File: src/rtl/counter_mon_pkg.sv
// Shared types for the counter wrap monitor: event type encoding and event record.
package counter_mon_pkg;

  localparam int CNT_W_DEF = 10;

  typedef enum logic [1:0] {
    EVT_NONE      = 2'b00,
    EVT_WRAP_UP   = 2'b01,
    EVT_WRAP_DOWN = 2'b10,
    EVT_STEP_ERR  = 2'b11
  } evt_type_e;

  typedef struct packed {
    evt_type_e              typ;
    logic [CNT_W_DEF-1:0]   cnt;
  } evt_t;

endpackage

File: src/rtl/counter_mon_fifo.sv
// Synchronous FIFO with registered storage and no fall-through; push and pop each one per cycle.
// A push into a full FIFO is accepted only when a pop happens in the same cycle.
module counter_mon_fifo #(
  parameter int WIDTH = 12,
  parameter int DEPTH = 4
) (
  input  logic             clk,
  input  logic             rst,
  input  logic             push,
  input  logic [WIDTH-1:0] push_dat,
  input  logic             pop,
  output logic             full,
  output logic             empty,
  output logic [WIDTH-1:0] head
);

  localparam int AW = $clog2(DEPTH);
  localparam logic [AW:0] CNT_FULL = (AW+1)'(DEPTH);

  logic [WIDTH-1:0] mem [DEPTH];
  logic [AW-1:0]    wr_ptr;
  logic [AW-1:0]    rd_ptr;
  logic [AW:0]      count;
  logic             do_push;
  logic             do_pop;

  assign empty   = (count == '0);
  assign full    = (count == CNT_FULL);
  assign head    = mem[rd_ptr];
  assign do_pop  = pop && !empty;
  assign do_push = push && (!full || do_pop);

  always_ff @(posedge clk or posedge rst) begin
    if (rst) begin
      for (int i = 0; i < DEPTH; i++) mem[i] <= '0;
      wr_ptr <= '0;
      rd_ptr <= '0;
      count  <= '0;
    end else begin
      if (do_push) begin
        mem[wr_ptr] <= push_dat;
        wr_ptr      <= wr_ptr + AW'(1);
      end
      if (do_pop) rd_ptr <= rd_ptr + AW'(1);
      case ({do_push, do_pop})
        2'b10:   count <= count + (AW+1)'(1);
        2'b01:   count <= count - (AW+1)'(1);
        default: count <= count;
      endcase
    end
  end

endmodule

File: src/rtl/counter_wrap_monitor.sv
// Observes an up/down counter, queues wrap (and, with COUNTER_WRAP_MON_STEP_CHECK_EN, illegal-step)
// events one cycle after the offending sample; events drain over valid/ready, overflow drops and flags.
module counter_wrap_monitor
  import counter_mon_pkg::*;
#(
  parameter int CNT_W      = CNT_W_DEF,
  parameter int FIFO_DEPTH = 4,
  parameter int WRAP_W     = 8
) (
  input  logic              clk,
  input  logic              rst,
  input  logic              mode,
  input  logic [CNT_W-1:0]  cnt,
  output logic              evt_valid,
  input  logic              evt_ready,
  output logic [CNT_W+1:0]  evt_data,
  output logic [WRAP_W-1:0] wrap_total,
  output logic              ovf,
  output logic              step_err
);

  localparam logic [CNT_W-1:0]  CNT_MAX  = '1;
  localparam logic [WRAP_W-1:0] WRAP_MAX = '1;

  logic [CNT_W-1:0] prev_cnt;
  logic             prev_mode;
  logic             prev_vld;
  logic             wrap_up;
  logic             wrap_dn;
  logic             bad_step;
  evt_type_e        evt_type;
  logic             evt_push;
  logic             evt_pop;
  logic             fifo_full;
  logic             fifo_empty;
  logic             evt_drop;

  assign wrap_up = prev_vld &&  prev_mode && (prev_cnt == CNT_MAX) && (cnt == '0);
  assign wrap_dn = prev_vld && !prev_mode && (prev_cnt == '0)      && (cnt == CNT_MAX);

`ifdef COUNTER_WRAP_MON_STEP_CHECK_EN
  logic [CNT_W-1:0] exp_cnt;
  // Wraps fall out of the modular +/-1 naturally, so they never count as errors.
  assign exp_cnt  = prev_mode ? prev_cnt + CNT_W'(1) : prev_cnt - CNT_W'(1);
  assign bad_step = prev_vld && (cnt != exp_cnt);

  always_ff @(posedge clk or posedge rst) begin
    if (rst)           step_err <= 1'b0;
    else if (bad_step) step_err <= 1'b1;
  end
`else
  assign bad_step = 1'b0;
  assign step_err = 1'b0;
`endif

  always_comb begin
    evt_type = EVT_NONE;
    if (wrap_up)       evt_type = EVT_WRAP_UP;
    else if (wrap_dn)  evt_type = EVT_WRAP_DOWN;
    else if (bad_step) evt_type = EVT_STEP_ERR;
  end

  assign evt_push  = (evt_type != EVT_NONE);
  assign evt_valid = !fifo_empty;
  assign evt_pop   = evt_valid && evt_ready;
  assign evt_drop  = evt_push && fifo_full && !evt_pop;

  counter_mon_fifo #(
    .WIDTH (CNT_W + 2),
    .DEPTH (FIFO_DEPTH)
  ) u_fifo (
    .clk      (clk),
    .rst      (rst),
    .push     (evt_push),
    .push_dat ({evt_type, cnt}),
    .pop      (evt_pop),
    .full     (fifo_full),
    .empty    (fifo_empty),
    .head     (evt_data)
  );

  always_ff @(posedge clk or posedge rst) begin
    if (rst) begin
      prev_cnt   <= '0;
      prev_mode  <= 1'b0;
      prev_vld   <= 1'b0;
      wrap_total <= '0;
      ovf        <= 1'b0;
    end else begin
      prev_cnt  <= cnt;
      prev_mode <= mode;
      prev_vld  <= 1'b1;
      // Dropped wraps still count toward the total.
      if ((wrap_up || wrap_dn) && (wrap_total != WRAP_MAX))
        wrap_total <= wrap_total + WRAP_W'(1);
      if (evt_drop) ovf <= 1'b1;
    end
  end

endmodule
File: config.mk
export PLATFORM = sky130hd
export DESIGN_NAME = counter_wrap_monitor
export DESIGN_NICKNAME = d
export VERILOG_FILES = /design/src/rtl/counter_mon_pkg.sv /design/src/rtl/counter_mon_fifo.sv /design/src/rtl/counter_wrap_monitor.sv
export SDC_FILE = /design/constraint.sdc
export NUM_CORES = 1
export LEC_CHECK = 0
export CAP_MARGIN = 0
export CORE_MARGIN = 2
export CORE_UTILIZATION = 50
export CTS_CLUSTER_DIAMETER = 200
export DETAILED_ROUTE_END_ITERATION = 8
export GPL_ROUTABILITY_DRIVEN = 1
export PLACE_DENSITY = 0.86
export SKIP_CTS_REPAIR_TIMING = 1
export SYNTH_ARGS = -nofsm -noshare
export SYNTH_HDL_FRONTEND = slang
export SYNTH_SLANG_ARGS = --single-unit
File: constraint.sdc
create_clock -name clk -period 2.24 [get_ports clk]
set_input_delay 0.336 -clock clk [delete_from_list [all_inputs] [get_ports clk]]
set_output_delay 0.336 -clock clk [all_outputs]
set_load 0.1 [all_outputs]
==> impl_metrics.tcl, run 1 <==
set metrics [dict create \
    die_w_um 86.61 \
    cts_root_buf "clkbuf_8" \
    coreArea_sq_um 6681 \
    grt_overflow 0 \
    p_total_mw 3.403 \
    skew_ns 0.007801 \
    synth_flop_cell "dfrtp_1" \
    multi_input_area_sq_um 1565 \
    p_clk_frac 0.348 \
    hold_violations 0 \
    powerDensity_nw_per_um2 738.3 \
    final_cell_mix "dfrtp_1, a21o_1, buf_4" \
    p_sw_frac 0.2996 \
    cts_tree "done" \
    rrSetupSlack_ns -0.13 \
    dpl.cell_count 377 \
    path_cells "nor4_2 > nand4_1 > buf_4 > o41ai_4 > nand2_1 > ha_2 > inv_2 > fa_2 > xor2_1 > nor2_1 > xor2_1" \
    grt_use_total 0.2045 \
    final_cell_count_no_fill 398 \
    synthAdderAreaFrac 0.02787 \
    r2r-start "prev_mode$_DFF_PP0_" \
    synthMuxAreaShare 0.1456 \
    avgSynthCellArea_sq_um 13.76 \
    netlist_area_sq_um 3412 \
    std_cell_rows 30 \
    n_fill_cell 416 \
    first_iter_violations 229 \
    mostFrequentLayoutCell "dfrtp_1" \
    clk_path_buf_depth 2 \
    path_common_cell "xor2_1" \
    path_depth 11 \
    hold_path.class "primary input to flip-flop" \
    pre_cts_slack_ns -0.6117 \
    r2r_cells 11 \
    die-area_sq_um 7500 \
    slowest_delay_ns 0.41 \
    synthDistinctLibCells 44 \
    critPathKind "flip-flop to flip-flop" \
    switchingPower_mw 1.019 \
    ios 37 \
    status "finished with violations" \
    critPathTopFamily "simple AND/OR/NAND/NOR gates" \
    holdPathEnd "prev_cnt[8]$_DFF_PP0_" \
    remaining_drc_errors 0 \
    tightest_slew_ns 0.6422 \
    drv_slew 0 \
    antenna_found_initial 0 \
    path_max_fanout 2 \
    via_per_inst 5.852 \
    nNetsFinal 334 \
    cp_data_required_time_ns 2.48 \
    num_antenna_cells 0 \
    syn_nets 269 \
    crit_buf_inv 2 \
    grt_max_degree 77 \
    regArea_sq_um 1902 \
    start_kind "flip-flop" \
    first_global_vias 2292 \
    ctsHtreeMaxLevel 3 \
    portBuffers 35 \
    fin_ws_ns -0.1325 \
    period_share 1.059 \
    fmax_mhz 421.5 \
    maxSlewHeadroom 0.5658 \
    synth_warnings 0 \
    violations "setup timing" \
    whs_path_depth 1 \
    netlist_instances 248 \
    synth_top_family_by_area "multiplexers" \
    cp_slowest_cell "dfrtp_1" \
    drv_cap 0 \
    synth_top_cell_by_area "dfrtp_1" \
    synth_xor_area_frac 0.02567 \
    initial_utilization 0.5107 \
    routed_wl_um 8040 \
    rsz0062_at_grt "yes" \
    cts_buffers 9 \
    seq_power_share 0.448 \
    postSynthRegisterBits 76 \
    die_h_um 86.61 \
    gp_congestion 0.8415 \
    drive_gt1_frac 0.4057 \
    clock_sinks 76 \
    drtAntennaViolNets 0 \
    dp_hpwl_um 4725 \
    synth_top_area_frac 0.5574 \
    reg2reg_to "u_fifo.count[2]$_DFFE_PP0P_" \
    period_needed_ns 2.372 \
    arrival_ns 2.61 \
    cp-end-kind "flip-flop" \
    synth_compound_area_frac 0.1162 \
    clkSlewWorstSetupHoldPaths_ns 0.08 \
    setup_viol_count_final 21 \
    p_int_mw 2.384 \
    synth_area_leaders "dfrtp_1, a21o_1, mux4_2" \
    synth-simple-area-share 0.09351 \
    synth_edf_count 0 \
    comb_power_share 0.203 \
    min_from "cnt[8]" \
    ys_seq_area_frac 0.5574 \
    async_flop_share 1.000 \
    area_growth_pct 35.09 \
    p_leak_nw 2.458 \
    dr.pass1.iters 4 \
    clk_latency_ns 0.36 \
    num_vias 2329 \
    ir_worst_vdd_mv 0.8576 \
    wire_per_inst_um 20.20 \
    grt_pass1_wl_um 11510 \
]
state kept, by name (all words and copies together) (netlist names):
signal,cells
u_fifo.mem,48
prev_cnt,10
wrap_total,8
u_fifo.count,3
u_fifo.rd_ptr,2
u_fifo.wr_ptr,2
ovf,1
prev_mode,1
prev_vld,1
Yosys cell counts (2+ instances only):
cell      instances
dfrtp_1          76
a21o_1           38
mux4_2           12
nand2_1          11
mux2_4           10
inv_1             9
o21ai_0           7
xor2_1            7
clkbuf_1          6
ha_1              6
buf_2             5
mux2_2            5
nand4_1           5
nand2b_1          4
a211oi_1          3
a21oi_1           3
nor2_1            3
xnor2_1           3
and2_1            2
and4_1            2
buf_1             2
conb_1            2
mux2i_1           2
nand3_1           2
nor4_1            2
nor4b_2           2
or4_4             2
per-layer routing:
| layer | vias up | GRT usage | part of all wire |
|---|---|---|---|
| li1 | 1021 | - | - |
| met5 | - | 0 | 0 |
| met2 | 61 | 0.3287 | 0.52 |
| met3 | 17 | 0.03619 | 0.033 |
| met4 | 0 | 0.09517 | 0.025 |
| met1 | 1230 | 0.2721 | 0.42 |
cell families (layout without fill, tap and decap cells):
family,count (synthesis),in the layout
buffers and inverters,24,93
other,2,2
XOR/XNOR,10,10
AND/OR/NAND/NOR,45,45
multiplexers,29,29
adder cells (fa/ha/maj),7,7
flip-flops,76,76
AO/OA/AOI/OAI,55,56
stage by stage:
stage | util | cell area [sq um] | setup TNS [ns] | hold WS (ns)
finish | 0.6899 | 4609 | -0.9848 | 0.1665
global route | 0.6899 | 4609 | -2.487 | 0.1728
CTS | 0.6590 | 4403 | -4.285 | 0.4146
detailed placement | 0.6257 | 4180 | -25.69 | 0.4486
global placement | 0.6257 | 4180 | -21.38 | 0.4532
floorplan | - | 3448 | -0.3723 | 0.3674
power groups by stage:
stage	logic [mW]	clock network, mW	registers (mW)
floorplan	0.497	0	1.50
global placement	0.663	0	1.55
detailed placement	0.687	0	1.55
CTS	0.690	1.18	1.53
global route	0.738	1.26	1.54
finish	0.692	1.18	1.53
cell type report:
class                           instances  share of cell area
Timing Repair Buffer                   68              0.1697
Sequential cell                        76              0.4126
Clock inverter                          7             0.02144
Multi-Input combinational cell        149              0.3396
Clock buffer                            9             0.02687
Inverter                                9            0.008143
Tap cell                               80             0.02172
how the worst max path moves through the flow:
stage,startpoint,to
after detailed placement,cnt[5],u_fifo.count[2]$_DFFE_PP0P_
after floorplan,cnt[5],u_fifo.count[2]$_DFFE_PP0P_
after global routing,prev_mode$_DFF_PP0_,u_fifo.count[2]$_DFFE_PP0P_
after CTS,cnt[5],u_fifo.count[2]$_DFFE_PP0P_
after global placement,cnt[6],u_fifo.count[2]$_DFFE_PP0P_
final,prev_mode$_DFF_PP0_,u_fifo.count[2]$_DFFE_PP0P_
Power figures use the tool's default switching activity.
==> run 2, diff against run 1 <==
--- a/constraint.sdc
+++ b/constraint.sdc
@@ -3,2 +3,2 @@
 set_output_delay 0.336 -clock clk [all_outputs]
-set_load 0.1 [all_outputs]
+set_load 0.005 [all_outputs]
==> impl_metrics.tcl, run 2 (synthesis results as in run 1) <==
set metrics [dict create \
    status "finished with violations" \
    violations "setup timing" \
    setup.worst_path.start "cnt[4]" \
    critPathCapture "u_fifo.count[2]$_DFFE_PP0P_" \
    tightest_slew_ns 0.7294 \
    setup_viol_count_final 12 \
    p_leak_nw 2.592 \
    first_global_vias 2346 \
    maxSlewHeadroom 0.5069 \
    cts_tree "done" \
    die_h_um 86.61 \
    hold_path.class "primary input to flip-flop" \
    multi_input_area_sq_um 1531 \
    ir_worst_vdd_mv 0.5987 \
    gp_congestion 0.8562 \
    reg2reg_to "u_fifo.count[2]$_DFFE_PP0P_" \
    clk_latency_ns 0.35 \
    num_antenna_cells 0 \
    portBuffers 35 \
    ctsHtreeMaxLevel 3 \
    top_register "u_fifo.mem" \
    slowest_delay_ns 0.42 \
    drv_slew 0 \
    drive_gt1_frac 0.3415 \
    fin_ws_ns -0.08921 \
    die-area_sq_um 7500 \
    cp_data_required_time_ns 2.47 \
    routed_wl_um 8085 \
    drv_cap 0 \
    cts_buffers 9 \
    drtAntennaViolNets 0 \
    coreArea_sq_um 6681 \
    die_w_um 86.61 \
    clkSlewWorstSetupHoldPaths_ns 0.08 \
    dp_hpwl_um 4726 \
    num_vias 2323 \
    largestRegisters "u_fifo.mem (48), prev_cnt (10), wrap_total (8)" \
    arrival_ns 2.56 \
    clk_path_buf_depth 2 \
    initial_utilization 0.5107 \
    skew_ns 0.008691 \
    hold_violations 0 \
    dr.pass1.iters 4 \
    final_cell_count_no_fill 405 \
    placed_area_sq_um 4071 \
    grt_use_total 0.2055 \
    regArea_sq_um 1903 \
    clock_sinks 76 \
    r2r-start "prev_cnt[7]$_DFF_PP0_" \
    rsz0062_at_grt "yes" \
    remaining_drc_errors 0 \
    antenna_found_initial 0 \
    grt_pass1_wl_um 11660 \
    powerDensity_nw_per_um2 740.2 \
    rrSetupSlack_ns -0.04 \
    cp-end-kind "flip-flop" \
    start_kind "primary input" \
    cp_slowest_cell "clkdlybuf4s50_1" \
    mostFrequentLayoutCell "dfrtp_1" \
    area_growth_pct 34.21 \
    finalInstanceArea_sq_um 4579 \
    largest_register_ffs 48 \
    period_share 1.040 \
    first_iter_violations 194 \
    via_per_inst 5.736 \
    ios 37 \
    std_cell_rows 30 \
    cts_root_buf "clkbuf_8" \
    dpl.cell_count 377 \
    path_common_cell "xor2_1" \
    grt_overflow 0 \
    pre_cts_slack_ns -0.5356 \
    final_cell_mix "dfrtp_1, a21o_1, buf_4" \
    grt_max_degree 45 \
    path_max_fanout 3 \
    path_cells "clkdlybuf4s50_1 > buf_4 > nand4b_1 > nor4_4 > nand4b_4 > o41ai_4 > nand2_1 > ha_2 > inv_2 > fa_2 > xor2_1 > nor2_1 > xor2_1" \
    wire_per_inst_um 19.96 \
    r2r_cells 11 \
    fmax_mhz 429.3 \
    nNetsFinal 341 \
    critPathKind "primary input to flip-flop" \
    n_fill_cell 417 \
    p_total_mw 3.390 \
    period_needed_ns 2.329 \
]
run 2: changes by cell type in the layout (fill, tap and decap cells not counted), sizes merged:
cell / previous run / this run
clkdlybuf4s50: 9 / 21
buf: 54 / 38
clkbuf: 10 / 11
dlymetal6s2s: 4 / 14
run 2: worst max-delay path: cells and delay by family:
kind / cells / cell delay [ns]
adders and majority gates: 2 / 0.37
xor gates and xnor gates: 2 / 0.29
buffers and inverters: 3 / 0.62
and+or+nand+nor: 5 / 0.86
AOI/OAI and AO/OA: 1 / 0.08
run 2: worst min-delay path by stage:
stage                                 endpoint  cells after the start  slack (ns)                        from
CTS                        prev_mode$_DFF_PP0_                      1        0.42                        mode
finish                   prev_cnt[6]$_DFF_PP0_                      1        0.17                      cnt[6]
detailed placement  u_fifo.mem[40]$_DFFE_PP0P_                      1        0.46  u_fifo.mem[40]$_DFFE_PP0P_
floorplan                prev_cnt[0]$_DFF_PP0_                      0        0.37                      cnt[0]
global route             prev_cnt[6]$_DFF_PP0_                      1        0.17                      cnt[6]
global placement     u_fifo.mem[2]$_DFFE_PP0P_                      1        0.45   u_fifo.mem[2]$_DFFE_PP0P_
run 2: power breakdown:
part	internal [mW]	switching, mW
sequential	1.43	0.0516
combinational	0.418	0.320
clock	0.635	0.531
run 2: metal layers:
| layer | track usage | vias up | share of wire |
|---|---|---|---|
| li1 | - | 1042 | - |
| met3 | 0.03619 | 15 | 0.039 |
| met1 | 0.2710 | 1205 | 0.42 |
| met2 | 0.3343 | 61 | 0.51 |
| met5 | 0 | - | 0 |
| met4 | 0.09375 | 0 | 0.026 |
run 2: cell type report:
type                    instances  share of cell area
flip-flops and latches         76              0.4156
multi-input cells             149              0.3344
repair buffers                 75              0.1713
clock buffers                   9             0.02705
well taps                      80             0.02186
clock inverters                 7             0.02158
inverters                       9            0.008197
run 2: stage by stage:
stage,hold WS [ns],TNS [ns],utilization
6_report,0.1718,-0.3945,0.6854
2_1_floorplan,0.3674,-0.3723,-
5_1_grt,0.1703,-3.308,0.6854
4_1_cts,0.4190,-6.351,0.6427
3_5_place_dp,0.4646,-25.65,0.6094
3_3_place_gp,0.4536,-22.56,0.6094
==> run 3, diff against run 2 <==
- CORE_UTILIZATION: 50 -> 40
- CTS_BUF_LIST: default -> sky130_fd_sc_hd__clkbuf_4 sky130_fd_sc_hd__clkbuf_8
- GPL_TIMING_DRIVEN: default -> 0
- PLACE_DENSITY: 0.86 -> 0.73
==> impl_metrics.tcl, run 3 (synthesis results as in run 1) <==
set metrics [dict create \
    die_w_um 96.36 \
    dpl.cell_count 390 \
    std_cell_rows 33 \
    hold_violations 0 \
    critPathTopFamily "simple AND/OR/NAND/NOR gates" \
    portBuffers 35 \
    cp-end-kind "flip-flop" \
    p_leak_nw 2.491 \
    comb_power_share 0.177 \
    nNetsFinal 328 \
    path_max_fanout 3 \
    setup_viol_count_final 25 \
    via_per_inst 5.295 \
    die-area_sq_um 9285 \
    rsz0062_at_grt "yes" \
    num_antenna_cells 0 \
    route.met2.wl_um 3669 \
    final_cell_mix "dfrtp_1, a21o_1, clkdlybuf4s50_1" \
    cp_slowest_cell "dfrtp_1" \
    r2r-start "prev_cnt[4]$_DFF_PP0_" \
    final_cell_count_no_fill 417 \
    coreArea_sq_um 8258 \
    drive_gt1_frac 0.3141 \
    period_needed_ns 2.352 \
    min_from "cnt[5]" \
    routed_wl_um 7116 \
    dp_hpwl_um 4638 \
    period_share 1.050 \
    ctsHtreeMaxLevel 3 \
    grt_max_degree 35 \
    die_h_um 96.36 \
    hold_path.class "primary input to flip-flop" \
    cts_buffers 9 \
    dr.pass1.iters 4 \
    clkSlewWorstSetupHoldPaths_ns 0.08 \
    skew_ns 0.009937 \
    p_total_mw 3.185 \
    start_kind "flip-flop" \
    clock_sinks 76 \
    path_cells "nor4b_4 > nand4_1 > buf_4 > o41ai_4 > nand2_2 > ha_4 > inv_2 > fa_2 > xor2_1 > nor2_1 > xor2_1" \
    first_iter_violations 107 \
    p_sw_frac 0.2612 \
    cts_tree "done" \
    p_clk_frac 0.353 \
    area_growth_pct 31.72 \
    drv_cap 0 \
    wire_per_inst_um 17.06 \
    fin_ws_ns -0.1115 \
    grt_overflow 0 \
    arrival_ns 2.59 \
    switchingPower_mw 0.8320 \
    first_global_vias 2186 \
    cp_data_required_time_ns 2.47 \
    tightest_slew_ns 0.6466 \
    clk_latency_ns 0.34 \
    ir_worst_vdd_mv 0.2984 \
    largestRegisters "u_fifo.mem (48), prev_cnt (10), wrap_total (8)" \
    maxSlewHeadroom 0.5628 \
    grt_use_total 0.1642 \
    drtAntennaViolNets 0 \
    top_layer_used "met4" \
    num_vias 2208 \
    violations "setup timing" \
    top_register "u_fifo.mem" \
    powerDensity_nw_per_um2 708.6 \
    path_common_cell "xor2_1" \
    fmax_mhz 425.3 \
    gp_congestion 0.8002 \
    largest_register_ffs 48 \
    crit_buf_inv 2 \
    met3WireLength_um 296 \
    seq_power_share 0.470 \
    wl_met1_um 3080 \
    initial_utilization 0.4132 \
    clk_path_buf_depth 2 \
    grt_pass1_wl_um 11170 \
    status "finished with violations" \
    remaining_drc_errors 0 \
    p_int_mw 2.353 \
    critPathKind "flip-flop to flip-flop" \
    ios 37 \
    antenna_found_initial 0 \
    drv_slew 0 \
    cts_root_buf "clkbuf_8" \
    slowest_delay_ns 0.41 \
    setup.worst_path.start "prev_cnt[4]$_DFF_PP0_" \
    mostFrequentLayoutCell "dfrtp_1" \
]
[run 3: worst register-to-register path, cell delays in order, from the launching register on]
cell and delay (ns):
dfrtp_1 0.41, nor4b_4 0.27, nand4_1 0.19, buf_4 0.19, o41ai_4 0.30, nand2_2 0.12
ha_4 0.18, inv_2 0.05, fa_2 0.18, xor2_1 0.14, nor2_1 0.07, xor2_1 0.13
[run 3: final cells by class]
cell class	count	area [sq um]
clock buffer	9	123.9
buffer	12	127.6
multi-input combinational	148	1543
sequential	76	1903
clock inverter	7	91.34
inverter	9	37.54
tap	105	131.4
fill	701	3764
timing repair buffer	51	536.8
[run 3: per-layer routing]
metal | up-vias | global-route usage
met3 | 5 | 0.05012
li1 | 1011 | -
met5 | - | 0
met4 | 0 | 0.05047
met2 | 49 | 0.2656
met1 | 1143 | 0.2132
[run 3: power by group through the flow]
| stage | Clock (mW) | Combinational [mW] | Sequential (mW) |
|---|---|---|---|
| after floorplan | 0 | 0.364 | 1.50 |
| after global placement | 0 | 0.491 | 1.51 |
| after detailed placement | 0 | 0.517 | 1.51 |
| after CTS | 1.14 | 0.519 | 1.48 |
| after global routing | 1.20 | 0.615 | 1.51 |
| final | 1.12 | 0.562 | 1.50 |
[run 3: worst paths after layout]
path                       cells past startpoint                          end  slack (ns)
max                                           11  u_fifo.count[2]$_DFFE_PP0P_       -0.11
min                                            1        prev_cnt[5]$_DFF_PP0_         0.1
max reg2reg                                   11  u_fifo.count[2]$_DFFE_PP0P_       -0.11
min reg2reg                                    1   u_fifo.mem[13]$_DFFE_PP0P_        0.47
max in group asynchronous                      4   u_fifo.mem[23]$_DFFE_PP0P_        1.21
min in group asynchronous                      2    wrap_total[3]$_DFFE_PP0P_        0.33
[run 3: metrics by stage]
stage | setup TNS (ns) | cell area (sq um) | util | hold WS, ns | setup slack [ns]
4_1_cts | -21.77 | 4183 | 0.5065 | 0.3246 | -0.9042
3_3_place_gp | -38.37 | 3928 | 0.4756 | 0.4528 | -0.8878
5_1_grt | -4.468 | 4494 | 0.5442 | 0.08185 | -0.2255
3_5_place_dp | -39.82 | 3968 | 0.4805 | 0.4482 | -0.9230
6_report | -1.850 | 4494 | 0.5442 | 0.09745 | -0.1115
2_1_floorplan | -0.3723 | 3446 | - | 0.3674 | -0.1916
